===== config.mk =====
export PLATFORM = sky130hd
export DESIGN_NAME = pc_stack_flat
export DESIGN_NICKNAME = d
export VERILOG_FILES = /design/src/rtl/pc_stack_if.sv /design/src/rtl/pc_stack.sv /design/src/flat_wrapper.sv
export SDC_FILE = /design/constraint.sdc
export NUM_CORES = 1
export LEC_CHECK = 0
export CAP_MARGIN = 15
export CORE_ASPECT_RATIO = 0.6
export CORE_UTILIZATION = 58
export DETAILED_ROUTE_END_ITERATION = 8
export PLACE_DENSITY = 0.79
export SYNTH_ARGS = -nofsm -noshare
export SYNTH_HDL_FRONTEND = slang
export SYNTH_SLANG_ARGS = --single-unit

===== constraint.sdc =====
create_clock -name clk -period 5.3 [get_ports clk]
set_clock_uncertainty 0.05 [all_clocks]
set_input_delay 1.06 -clock clk [delete_from_list [all_inputs] [get_ports clk]]
set_output_delay 1.06 -clock clk [all_outputs]
set_load 0.005 [all_outputs]

===== src/rtl/pc_stack_if.sv =====
// pc_stack_if: decoder-side command strobes and PC/stack status
// master = instruction decoder, slave = pc_stack
interface pc_stack_if #(
   parameter int WIDTH = 16,
   parameter int DEPTH = 8
);
   localparam int CW = $clog2(DEPTH + 1);

   logic             en;
   logic [WIDTH-1:0] in;
   logic             load;
   logic             inc;
   logic             call;
   logic             ret;
   logic             clr_err;
   logic [WIDTH-1:0] out;
   logic [CW-1:0]    count;
   logic             empty;
   logic             full;
   logic             ovf;
   logic             unf;

   modport master (
      output en, in, load, inc, call, ret, clr_err,
      input  out, count, empty, full, ovf, unf
   );

   modport slave (
      input  en, in, load, inc, call, ret, clr_err,
      output out, count, empty, full, ovf, unf
   );
endinterface


===== src/rtl/pc_stack.sv =====
// pc_stack: program counter with hardware return-address stack
// single-cycle call/ret, sticky overflow/underflow flags
module pc_stack #(
   parameter int               WIDTH     = 16,
   parameter int               DEPTH     = 8,
   parameter logic [WIDTH-1:0] RESET_VEC = '0
) (
   input logic       clk,
   input logic       reset_n,
   pc_stack_if.slave bus
);
   localparam int CW = $clog2(DEPTH + 1);
   localparam int IW = (DEPTH > 1) ? $clog2(DEPTH) : 1;

   logic [WIDTH-1:0] out_q, out_d;
   logic [CW-1:0]    cnt_q, cnt_d;
   logic             ovf_q, ovf_d;
   logic             unf_q, unf_d;
   logic             push;
   logic             empty, full;
   logic             sel_ret, sel_call;
   logic             sel_load, sel_inc;
   logic [IW-1:0]    top_idx, push_idx;
   logic [WIDTH-1:0] ret_addr, nxt_pc;
   logic [WIDTH-1:0] stack_q [DEPTH];

   assign empty    = (cnt_q == '0);
   assign full     = (cnt_q == CW'(DEPTH));
   assign push_idx = IW'(cnt_q);
   assign top_idx  = IW'(cnt_q - CW'(1));
   assign ret_addr = stack_q[top_idx];
   assign nxt_pc   = out_q + WIDTH'(1);

   // one-hot selects encode ret > call > load > inc
   assign sel_ret  = bus.en & bus.ret;
   assign sel_call = bus.en & bus.call & ~bus.ret;
   assign sel_load = bus.en & bus.load & ~bus.ret & ~bus.call;
   assign sel_inc  = bus.en & bus.inc & ~bus.ret & ~bus.call
                   & ~bus.load;

   always_comb begin
      out_d = out_q;
      cnt_d = cnt_q;
      ovf_d = ovf_q & ~bus.clr_err;
      unf_d = unf_q & ~bus.clr_err;
      push  = 1'b0;
      unique case (1'b1)
         sel_ret: begin
            if (empty) begin
               unf_d = 1'b1;
            end else begin
               out_d = ret_addr;
               cnt_d = cnt_q - CW'(1);
            end
         end
         sel_call: begin
            if (full) begin
               ovf_d = 1'b1;
            end else begin
               push  = 1'b1;
               out_d = bus.in;
               cnt_d = cnt_q + CW'(1);
            end
         end
         sel_load: out_d = bus.in;
         sel_inc:  out_d = nxt_pc;
         default: ;
      endcase
   end

   // storage is deliberately unreset; count alone defines validity
   always_ff @(posedge clk) begin
      if (push) stack_q[push_idx] <= nxt_pc;
   end

   always_ff @(posedge clk or negedge reset_n) begin
      if (!reset_n) begin
         out_q <= RESET_VEC;
         cnt_q <= '0;
         ovf_q <= 1'b0;
         unf_q <= 1'b0;
      end else begin
         out_q <= out_d;
         cnt_q <= cnt_d;
         ovf_q <= ovf_d;
         unf_q <= unf_d;
      end
   end

   assign bus.out   = out_q;
   assign bus.count = cnt_q;
   assign bus.empty = empty;
   assign bus.full  = full;
   assign bus.ovf   = ovf_q;
   assign bus.unf   = unf_q;
endmodule


===== src/flat_wrapper.sv =====
// flat-port wrapper written by rule: the top's interface ports become plain ports
module pc_stack_flat 
#(
   parameter int               WIDTH     = 16,
   parameter int               DEPTH     = 8,
   parameter logic [WIDTH-1:0] RESET_VEC = '0
)
  (clk, reset_n, bus_en, bus_in, bus_load, bus_inc, bus_call, bus_ret, bus_clr_err, bus_out, bus_count, bus_empty, bus_full, bus_ovf, bus_unf);
  pc_stack_if #(.WIDTH(WIDTH), .DEPTH(DEPTH)) bus_i ();
  input logic clk;
  input logic reset_n;
  input wire logic [$bits(bus_i.en)-1:0] bus_en;
  input wire logic [$bits(bus_i.in)-1:0] bus_in;
  input wire logic [$bits(bus_i.load)-1:0] bus_load;
  input wire logic [$bits(bus_i.inc)-1:0] bus_inc;
  input wire logic [$bits(bus_i.call)-1:0] bus_call;
  input wire logic [$bits(bus_i.ret)-1:0] bus_ret;
  input wire logic [$bits(bus_i.clr_err)-1:0] bus_clr_err;
  output wire logic [$bits(bus_i.out)-1:0] bus_out;
  output wire logic [$bits(bus_i.count)-1:0] bus_count;
  output wire logic [$bits(bus_i.empty)-1:0] bus_empty;
  output wire logic [$bits(bus_i.full)-1:0] bus_full;
  output wire logic [$bits(bus_i.ovf)-1:0] bus_ovf;
  output wire logic [$bits(bus_i.unf)-1:0] bus_unf;
  assign bus_i.en = bus_en;
  assign bus_i.in = bus_in;
  assign bus_i.load = bus_load;
  assign bus_i.inc = bus_inc;
  assign bus_i.call = bus_call;
  assign bus_i.ret = bus_ret;
  assign bus_i.clr_err = bus_clr_err;
  assign bus_out = bus_i.out;
  assign bus_count = bus_i.count;
  assign bus_empty = bus_i.empty;
  assign bus_full = bus_i.full;
  assign bus_ovf = bus_i.ovf;
  assign bus_unf = bus_i.unf;
  pc_stack #(.WIDTH(WIDTH), .DEPTH(DEPTH), .RESET_VEC(RESET_VEC)) u_core (.clk(clk), .reset_n(reset_n), .bus(bus_i));
endmodule

Word level (Yosys, flattened, before mapping)
Memories as Yosys holds them, arrays and structs flattened.
Cells that the tools add are included.
- bits in writable memories: 128
- register bits: 22
- ROM bits: 0
- memories: 1
- word-level logic and storage cells: 46
- input port bits: 24
- bits in latches: 0
- output and inout bits: 24
- memories (memory ; words ; bits a word ; rd ports ; clocked after Yosys merged registers in ; wr ports ; RTL line ; RTL):
    u_core.stack_q ; 8 ; 16 ; 1 ; 0 ; 1 ; pc_stack.sv:25 ; logic [WIDTH-1:0] stack_q [DEPTH];
- equal/unequal tests: 3
- add/subtract/negate cells: 3
- reduce and logical (&&, ||, !) cells: 5
- muxes and demuxes: 14
- divide/modulo/power cells: 0
- $mul: 0
- bitwise gates (word level): 16
- shift-type cells: 0
- $lt $le $gt $ge: 0
- operators by type and width (cell ; count):
    $pmux W16 S4 ; 1
    $mux W16 ; 2
    $add A16 B1 Y16 const B ; 1
    $and A1 B1 Y1 ; 12
    $mux W1 ; 8
    $mux W4 ; 2
    $pmux W4 S2 ; 1
    $reduce_and A3 Y1 ; 2
    $add A4 B1 Y4 const B ; 1
    $eq A4 B4 Y1 const B ; 1
    $logic_not A4 Y1 ; 1
    $ne A2 B2 Y1 const B ; 2
    $not A1 Y1 ; 4
    $reduce_bool A4 Y1 ; 1
    $sub A4 B1 Y4 const B ; 1
    $reduce_bool A2 Y1 ; 1

Logic depth before layout (Yosys ltp)
Gate-level depths: netlist of run 1.
- depth after elaboration: 6
- gate-level depth with buffers: 11
- depth with buffers taken out: 7

Worst setup path after synthesis of run 1
OpenSTA, ideal clock, no wires.
- kind: register to register
- start: reg u_core.cnt_q[0] (netlist: u_core.bus.count[0])
- end: mem u_core.stack_q[0][0], enable pin
- period minus slack after synthesis: 3.977 ns
- required time: 4.814 ns
- cell stages (with the launch flop): 10
- setup slack: 1.323 ns
- data arrival time: 3.490 ns
- setup time: 0.436 ns
- buffers on the path: 3
- cell sequence: dfrtp_1 buf_6 buf_2 inv_1 buf_2 ha_1 nor2b_1 and2_1 nor2_1 nor4b_1
- longest elaborated chain between the ends: 5
- ends and longest elaborated chain (element ; RTL line ; RTL):
    start, declared ; pc_stack.sv:16 ; logic [CW-1:0] cnt_q, cnt_d;
    start signal, assigned ; pc_stack.sv:84 ; cnt_q <= cnt_d;
    $eq A4 B4 Y1 ; pc_stack.sv:28 ; assign full = (cnt_q == CW'(DEPTH));
    named net bus_full ; flat_wrapper.sv:22 ; output wire logic [$bits(bus_i.full)-1:0] bus_full;
    $mux W1 ; pc_stack.sv:57 ; if (full) begin
    $mux W1 ; pc_stack.sv:47 ; unique case (1'b1)
    $mux W1 ; pc_stack.sv:73 ; if (push) stack_q[push_idx] <= nxt_pc;
    $mux W1 (not written as such) ; pc_stack.sv:73 ;
    end, declared ; pc_stack.sv:25 ;
The timed path passes the listed nets, and every way through them passes these cells.

Final worst setup path of run 1
- start: reg u_core.cnt_q[0] (netlist: u_core.bus.count[0])
- end: out bus_full
- longest elaborated chain between the ends: 1
- ends and longest elaborated chain (element ; RTL line):
    $eq A4 B4 Y1 ; pc_stack.sv:28
    end, declared ; flat_wrapper.sv:22
Every way passes these cells.

==> results of run 1 <==
path summary, 6_finish.rpt:
kind,from,slack [ns],to,depth (start not counted)
min,u_core.bus.unf$_DFF_PN0_,0.45,u_core.bus.unf$_DFF_PN0_,1
min in group asynchronous,reset_n,0.97,u_core.bus.out[3]$_DFFE_PN0P_,2
max,u_core.bus.count[0]$_DFFE_PN0P_,1.47,bus_full,5
min reg2reg,u_core.bus.unf$_DFF_PN0_,0.45,u_core.bus.unf$_DFF_PN0_,1
max in group asynchronous,reset_n,3.97,u_core.bus.out[10]$_DFFE_PN0P_,2
max reg2reg,u_core.bus.count[0]$_DFFE_PN0P_,1.77,u_core.bus.out[7]$_DFFE_PN0P_,8
cell families after synthesis:
logic type	Yosys count
AND/OR/NAND/NOR	76
flip-flops	150
AO/OA/AOI/OAI	58
buffers and inverters	31
multiplexers	47
adder cells (fa/ha/maj)	4
XOR/XNOR	20
layout make-up:
cell class                 instances  share of cell area
clock inverter                    10              0.0156
tap                              139              0.0223
sequential                       150               0.564
multi-input combinational        205               0.257
inverter                          12             0.00578
timing repair buffer              63              0.0758
clock buffer                      22              0.0596
placed cells by master, fill, tap and decap left out, drive strengths merged, types with 3 or more instances in the layout:
cell type      synthesis  layout
a32oi                  6       6
buf                   12      16
xor2                   7       7
mux4                  32      32
nand4                  5       5
ha                     4       4
nand3                  7       7
clkbuf                 7      22
o211ai                 3       3
nand2                 14      14
inv                   12      14
clkinvlp               0       4
mux2i                  5       5
edfxtp               128     128
a222oi                 7       7
xnor2                 13      13
dfrtp                 22      22
nor2                  20      20
a21oi                 12      12
mux2                  10      10
a22o                   5       5
o21ai                 16      16
nor4                   4       4
clkdlybuf4s50          0      47
nor3                  10      10
flip-flops by register name, summed over array words and instances (netlist names):
| name | flops |
|---|---|
| u_core.bus.ovf | 1 |
| u_core.bus.out | 16 |
| u_core.bus.count | 4 |
| u_core.bus.unf | 1 |
| u_core.stack_q | 128 |
layer usage:
metal  vias up  part of all wire  routed length [um]  track usage
met1      2052              0.43                6790        0.419
met3        33              0.11                1810        0.103
met2       255              0.44                6910        0.414
met4         0             0.018                 282        0.106
met5         -                 0                   0            0
li1       1693                 -                   -            -
power by group:
| part | internal [W] | switching, W | total, W | leakage (nW) |
|---|---|---|---|---|
| logic | 0.000846 | 0.000948 | 0.00179 | 0.953 |
| registers | 0.00160 | 0.000163 | 0.00177 | 1.43 |
| clock network | 0.000721 | 0.000475 | 0.00120 | 0.273 |
metrics by stage:
stage | area [um2] | worst slack, ns
2_1_floorplan | 6540 | 1.32
3_3_place_gp | 7200 | 1.71
3_5_place_dp | 7200 | 1.53
4_1_cts | 7790 | 1.49
5_1_grt | 7790 | 1.36
6_report | 7790 | 1.47
critical path: stages, from the launching register on:
cell             delay, ns
dfrtp_1               0.37
inv_1                 0.47
ha_1                  0.45
nor2b_1               0.20
and2_1                0.27
clkdlybuf4s50_1       0.54
==> metrics.yaml, run 1 <==
final-seq-area_um2: 4390
synth_common_cells: "128 x edfxtp_1, 22 x dfrtp_1, 20 x mux4_2, 20 x nor2_1, 15 x o21ai_0"
yosysWarnings: 0
hold_viol: 0
setup_tns_ns: 0
std_cell_rows: 29
syn_nets: 414
fmax_ghz: 0.261
gp_routability_congestion: 0.892
fillCellCount: 676
wl_per_cell_um: 26.3
die-area_um2: 11700
drive_above_1_share: 0.184
synth_edf_count: 128
async_flop_share: 0.147
final_antenna_net_count: 0
grt_max_degree: 26
clock-root-buffer: "clkbuf_16"
p_leak_nw: 2.65
synth.most_common_cell: "edfxtp_1"
ioPinCount: 48
post-route-util: 0.723
power_density_nw_per_um2: 610
grt_antenna_before_repair: 0
yosys.area_share.adder: 0.00765
clkTransAtPathRegs_ns: 0.06
dp_hpwl_um: 10000
drt_iter0_markers: 491
crit_type: "reg2out"
grt_pass1_vias: 3979
ir_drop_v: 0.000361
synth_top_family_by_area: "multiplexers"
clockBufferDepth: 2
grt_pass1_wl_um: 24000
setup_viol: 0
period_needed_ns: 3.83
syn-mean-instance-area_um2: 16.9
fin_cells: 601
end_kind: "output port"
yosys.area.top_type: "edfxtp_1"
vias: 4033
routed_via_density: 6.71
cts_tree: "built"
coreArea_um2: 10800
initial_core_util: 0.607
die_h_um: 84.3
wl_um: 15800
drv_cap: 0
place_inst: 568
synth_area_um2: 6540
crit_required_ns: 4.19
multi_input_area_um2: 2010
nets: 477
post_cts_buffers: 0
worstPathArrival_ns: 2.72
holdBufCountCts: 0
ys_seq_area_frac: 0.672
worst_setup_path_start_kind: "register"
remaining_drc_errors: 4
synth_flop_cell: "edfxtp_1"
synth_xor_area_frac: 0.0297
relSlewSlack: 0.324
grt_setup_unrepaired: "no"
synth.distinct_cells: 52
status: "complete, but fails checks"
syn_to_final_growth_pct: 19.2
dr.pass1.iters: 7
synth-seq-cells: 150
crit_fanout: 11
tightest_slew_ns: 1.01
clkLatencyLatePin_ns: 0.42
cts_resized: 0
die_width_um: 139
synth_compound_area_frac: 0.0620
finalCritPeriodShare: 0.722
slew_violations: 0
violations: "design-rule violations"
synth-simple-area-share: 0.0601
yosys-mux-area-fraction: 0.142
grt_usage: 0.291
overflow: 0
synth_area_leaders: "edfxtp_1 59%, dfrtp_1 8.4%, mux4_2 6.9%"
total_power_w: 0.00476
synth_top_area_frac: 0.588
htree_levels: 4
timing.hold.ws_ns: 0.453
syn_inst: 386
diodes: 0
hp-class: "reg2reg"
cts_buffers: 17
cts.sinks: 150
io_buffers: 47
Note: power is estimated with default switching activity, not from simulation.
==> run 2: changes to the inputs <==
==> constraint.sdc (replaced) <==
create_clock -name clk -period 3.93 [get_ports clk]
set_clock_uncertainty 0.05 [all_clocks]
set_input_delay 0.786 -clock clk [delete_from_list [all_inputs] [get_ports clk]]
set_output_delay 0.786 -clock clk [all_outputs]
set_load 0.005 [all_outputs]
==> metrics.yaml, run 2 (synthesized netlist as in run 1, its figures left out) <==
die_width_um: 139  # unchanged
end_kind: "output port"
relSlewSlack: 0.396  # +0.0721
htree_levels: 4  # unchanged
overflow: 0  # unchanged
initial_core_util: 0.607  # unchanged
vias: 4010  # -0.57%
grt_antenna_before_repair: 0  # unchanged
switchingPower_w: 0.00210  # +33%
power_density_nw_per_um2: 837  # +37%
cp_top_family: "buffers and inverters"
stdcell_area_um2: 7950  # +1.9%
mostFrequentLayoutCells: "128 x edfxtp_1, 47 x clkdlybuf4s50_1, 22 x dfrtp_1, 20 x nor2_1, 20 x mux4_2"
top_layer_used: "met4"
remaining_drc_errors: 5  # +1
seqPwrFrac: 0.359  # -0.012
grt_pass1_wl_um: 23400  # -2.6%
cpPeakStageDelay_ns: 0.58  # +0.04 ns
cts_tree: "built"
routed_via_density: 6.63  # -1.2%
dr.pass1.iters: 9  # +2
pwr-share-comb: 0.367  # -0.010
fillCellCount: 632  # -6.5%
cts_resized: 0  # unchanged
hp-class: "reg2reg"
gp_routability_congestion: 0.907  # +1.7%
grt_setup_unrepaired: "no"
ir_drop_v: 0.000581  # +61%
path_buf_inv: 2  # unchanged
grt_max_degree: 26  # unchanged
holdBufCountCts: 0  # unchanged
wl_met3_um: 1680  # -7.5%
worstPathArrival_ns: 2.46  # -0.26 ns
diodes: 0  # unchanged
crit_required_ns: 3.09  # -1.10 ns
std_cell_rows: 29  # unchanged
grt_usage: 0.284  # -0.00732
finalCritPeriodShare: 0.839
die-area_um2: 11700  # unchanged
final_antenna_net_count: 0  # unchanged
total_power_w: 0.00665  # +40%
place_inst: 573  # +0.88%
tightest_slew_ns: 0.906  # -0.104 ns
ioPinCount: 48  # unchanged
violations: "design-rule violations"
drv_cap: 0  # unchanged
slew_violations: 0  # unchanged
min_path_cells: 1  # unchanged
p_int_w: 0.00455  # +43%
hold_viol: 0  # unchanged
path_cells: "inv_1, ha_1, nor3b_2, clkdlybuf4s50_1"
drive_above_1_share: 0.191  # +0.00700
setup_viol: 0  # unchanged
fin_cells: 605  # +0.67%
cp.depth: 4  # -1
dpl_cell_area_um2: 7290  # +1.2%
syn_to_final_growth_pct: 21.5
timing.hold.ws_ns: 0.463  # +0.0104 ns
die_h_um: 84.3  # unchanged
rr_worst_depth: 8  # unchanged
wl_per_cell_um: 25.6  # -2.5%
clockBufferDepth: 2  # unchanged
crit_fanout: 9  # -2
coreArea_um2: 10800  # unchanged
largest_register_ffs: 128  # unchanged
setup_tns_ns: 0  # unchanged
crit_type: "reg2out"
period_needed_ns: 3.30
clkPwrFrac: 0.274  # +0.023
cts_buffers: 17  # unchanged
dp_hpwl_um: 10100  # +0.84%
clock-root-buffer: "clkbuf_16"
drt_iter0_markers: 547  # +11%
top_register: "u_core.stack_q"
grt_pass1_vias: 3931  # -1.2%
drt-met1-wl_um: 6650  # -2.1%
wl_met2_um: 6970  # +0.96%
status: "complete, but fails checks"
slowest_stage: "clkdlybuf4s50_1"
clkLatencyLatePin_ns: 0.42  # about the same
wl_um: 15500  # -1.9%
fmax_ghz: 0.303
post_cts_buffers: 0  # unchanged
p_sw_frac: 0.316  # -0.0173
p_leak_nw: 2.73  # +3.1%
io_buffers: 47  # unchanged
worst_setup_path_start_kind: "register"
nets: 481  # +0.84%
clkTransAtPathRegs_ns: 0.06  # about the same
layout_commonest_cell: "edfxtp_1"
cts.sinks: 150  # unchanged
==> run 2: cell type report <==
cell class | count | area (um2) | share of cell area
Clock buffer | 20 | 437 | 0.0550
Multi-Input combinational cell | 205 | 2010 | 0.254
Clock inverter | 12 | 224 | 0.0282
Inverter | 12 | 45.0 | 0.00567
Tap cell | 139 | 174 | 0.0219
Sequential cell | 150 | 4390 | 0.553
Timing Repair Buffer | 67 | 658 | 0.0828
==> run 2: layer usage <==
metal	GRT usage	vias to the layer above
met1	0.413	2045
met5	0	-
li1	-	1705
met4	0.0737	0
met3	0.0975	23
met2	0.414	237
==> run 2: worst paths after layout <==
path,startpoint,end,slack [ns]
min in group asynchronous,reset_n,u_core.bus.unf$_DFF_PN0_,0.71
max in group asynchronous,reset_n,u_core.bus.out[9]$_DFFE_PN0P_,2.85
min reg2reg,u_core.bus.unf$_DFF_PN0_,u_core.bus.unf$_DFF_PN0_,0.46
max reg2reg,u_core.bus.count[1]$_DFFE_PN0P_,u_core.bus.out[12]$_DFFE_PN0P_,0.94
min,u_core.bus.unf$_DFF_PN0_,u_core.bus.unf$_DFF_PN0_,0.46
max,u_core.bus.count[1]$_DFFE_PN0P_,bus_empty,0.63
==> run 2: power groups by stage <==
stage	sequential (W)	clock (W)	combinational, W
global placement	0.00240	0	0.00237
global route	0.00241	0.00191	0.00261
finish	0.00239	0.00182	0.00244
CTS	0.00238	0.00183	0.00243
detailed placement	0.00241	0	0.00241
floorplan	0.00233	0	0.00171
==> run 2: metrics by stage <==
step	setup slack, ns	utilization
3_5_place_dp	0.477	0.676
3_3_place_gp	0.649	0.676
6_report	0.634	0.737
5_1_grt	0.498	0.737
2_1_floorplan	0.184	-
4_1_cts	0.664	0.737
==> run 3: changes to the inputs <==
==> constraint.sdc (replaced) <==
create_clock -name clk -period 3.3 [get_ports clk]
set_clock_uncertainty 0.05 [all_clocks]
set_input_delay 0.66 -clock clk [delete_from_list [all_inputs] [get_ports clk]]
set_output_delay 0.66 -clock clk [all_outputs]
set_load 0.005 [all_outputs]
==> metrics.yaml, run 3 (synthesized netlist as in run 1, its figures left out) <==
clockBufferDepth: 2  # unchanged
crit_fanout: 9  # unchanged
crit_type: "reg2out"
post_cts_buffers: 0  # unchanged
grt_setup_unrepaired: "no"
top_register: "u_core.stack_q"
grt_pass1_vias: 3965  # +0.86%
die_h_um: 84.3  # unchanged
worst_setup_path_start_kind: "register"
dp_hpwl_um: 10300  # +1.9%
final_antenna_net_count: 0  # unchanged
p_leak_nw: 2.73  # -0.12%
cp_top_family: "buffers and inverters"
path_cells: "inv_1, ha_1, nor2b_1, and2_1, clkdlybuf4s50_1"
status: "complete, but fails checks"
path_buf_inv: 2  # unchanged
holdBufCountCts: 0  # unchanged
mostFrequentLayoutCells: "128 x edfxtp_1, 47 x clkdlybuf4s50_1, 23 x buf_4, 22 x dfrtp_1, 20 x mux4_2"
fillCellCount: 649  # +2.7%
stdcell_area_um2: 7930  # -0.24%
end_kind: "output port"
ir_drop_v: 0.000539  # -7.2%
cts_buffers: 17  # unchanged
wl_um: 15400  # -0.53%
std_cell_rows: 29  # unchanged
clkLatencyLatePin_ns: 0.41  # about the same
die-area_um2: 11700  # unchanged
gp_routability_congestion: 0.896  # -1.2%
cts_tree: "built"
io_buffers: 47  # unchanged
grt_max_degree: 26  # unchanged
fmax_ghz: 0.311
post-route-util: 0.736  # -0.00174
overflow: 0  # unchanged
grt_antenna_before_repair: 0  # unchanged
setup_tns_ns: 0  # unchanged
cts_resized: 0  # unchanged
power_density_nw_per_um2: 974  # +16%
worstPathArrival_ns: 2.50  # +0.04 ns
hp-class: "reg2reg"
cts.sinks: 150  # unchanged
htree_levels: 4  # unchanged
finalCritPeriodShare: 0.974
ioPinCount: 48  # unchanged
wl_per_cell_um: 25.3  # -1.3%
grt_usage: 0.288  # +0.00421
slowest_stage: "clkdlybuf4s50_1"
grt_pass1_wl_um: 23900  # +2.1%
dr.pass1.iters: 7  # -2
syn_to_final_growth_pct: 21.2
remaining_drc_errors: 3  # -2
drive_above_1_share: 0.206  # +0.0150
layout_commonest_cell: "edfxtp_1"
largest_register_ffs: 128  # unchanged
relSlewSlack: 0.495  # +0.0994
period_needed_ns: 3.21
crit_required_ns: 2.59  # -0.50 ns
routed_via_density: 6.61  # -0.28%
initial_core_util: 0.607  # unchanged
hold_viol: 0  # unchanged
clkTransAtPathRegs_ns: 0.06  # about the same
dpl_cell_area_um2: 7320  # +0.50%
coreArea_um2: 10800  # unchanged
nets: 486  # +1.0%
diodes: 0  # unchanged
slew_violations: 0  # unchanged
drt_iter0_markers: 541  # -1.1%
cpPeakStageDelay_ns: 0.56  # -0.02 ns
vias: 4032  # +0.55%
violations: "design-rule violations"
tightest_slew_ns: 0.752  # -0.154 ns
total_power_w: 0.00772  # +16%
setup_viol: 0  # unchanged
die_width_um: 139  # unchanged
drv_cap: 0  # unchanged
clock-root-buffer: "clkbuf_16"
[run 3: cell count changes in the layout (fill, tap and decap cells not counted), moves of 2 or more]
cell,delta
bufinv_16,-3
clkbuf_1,-2
buf_4,+6
clkinv_4,+3
[run 3: cell type report]
| type | instances | area [um2] | area share |
|---|---|---|---|
| Clock buffer | 18 | 429 | 0.0541 |
| Clock inverter | 14 | 176 | 0.0223 |
| Inverter | 12 | 45.0 | 0.00568 |
| Multi-Input combinational cell | 205 | 2030 | 0.256 |
| Sequential cell | 150 | 4390 | 0.554 |
| Tap cell | 139 | 174 | 0.0219 |
| Timing Repair Buffer | 72 | 683 | 0.0862 |
[run 3: report_power, final]
part	internal (W)	switching [W]	total (W)
clock	0.00120	0.000771	0.00197
combinational	0.00142	0.00149	0.00291
sequential	0.00258	0.000265	0.00284
[run 3: per-layer routing]
layer | vias up | share of wire | GRT usage
li1 | 1713 | - | -
met1 | 2055 | 0.44 | 0.434
met2 | 241 | 0.45 | 0.431
met3 | 23 | 0.094 | 0.0491
met4 | 0 | 0.018 | 0.103
met5 | - | 0 | 0
[run 3: worst paths after layout]
| check | start | end | slack [ns] | depth (start not counted) |
|---|---|---|---|---|
| max in group asynchronous | reset_n | u_core.bus.out[12]$_DFFE_PN0P_ | 2.35 | 2 |
| hold / removal | u_core.bus.ovf$_DFF_PN0_ | u_core.bus.ovf$_DFF_PN0_ | 0.44 | 1 |
| setup reg to reg | u_core.bus.count[1]$_DFFE_PN0P_ | u_core.bus.out[12]$_DFFE_PN0P_ | 0.47 | 8 |
| hold reg to reg | u_core.bus.ovf$_DFF_PN0_ | u_core.bus.ovf$_DFF_PN0_ | 0.44 | 1 |
| setup / recovery | u_core.bus.count[1]$_DFFE_PN0P_ | bus_full | 0.09 | 5 |
| min in group asynchronous | reset_n | u_core.bus.unf$_DFF_PN0_ | 0.58 | 2 |
[run 3: stage by stage]
step / std cells / setup slack, ns / hold WS (ns)
2_1_floorplan: 386 / 0.104 / 0.314
3_3_place_gp: 578 / 0.449 / 0.430
3_5_place_dp: 578 / 0.347 / 0.431
4_1_cts: 610 / 0.111 / 0.445
5_1_grt: 610 / 0.0125 / 0.489
6_report: 610 / 0.0852 / 0.438
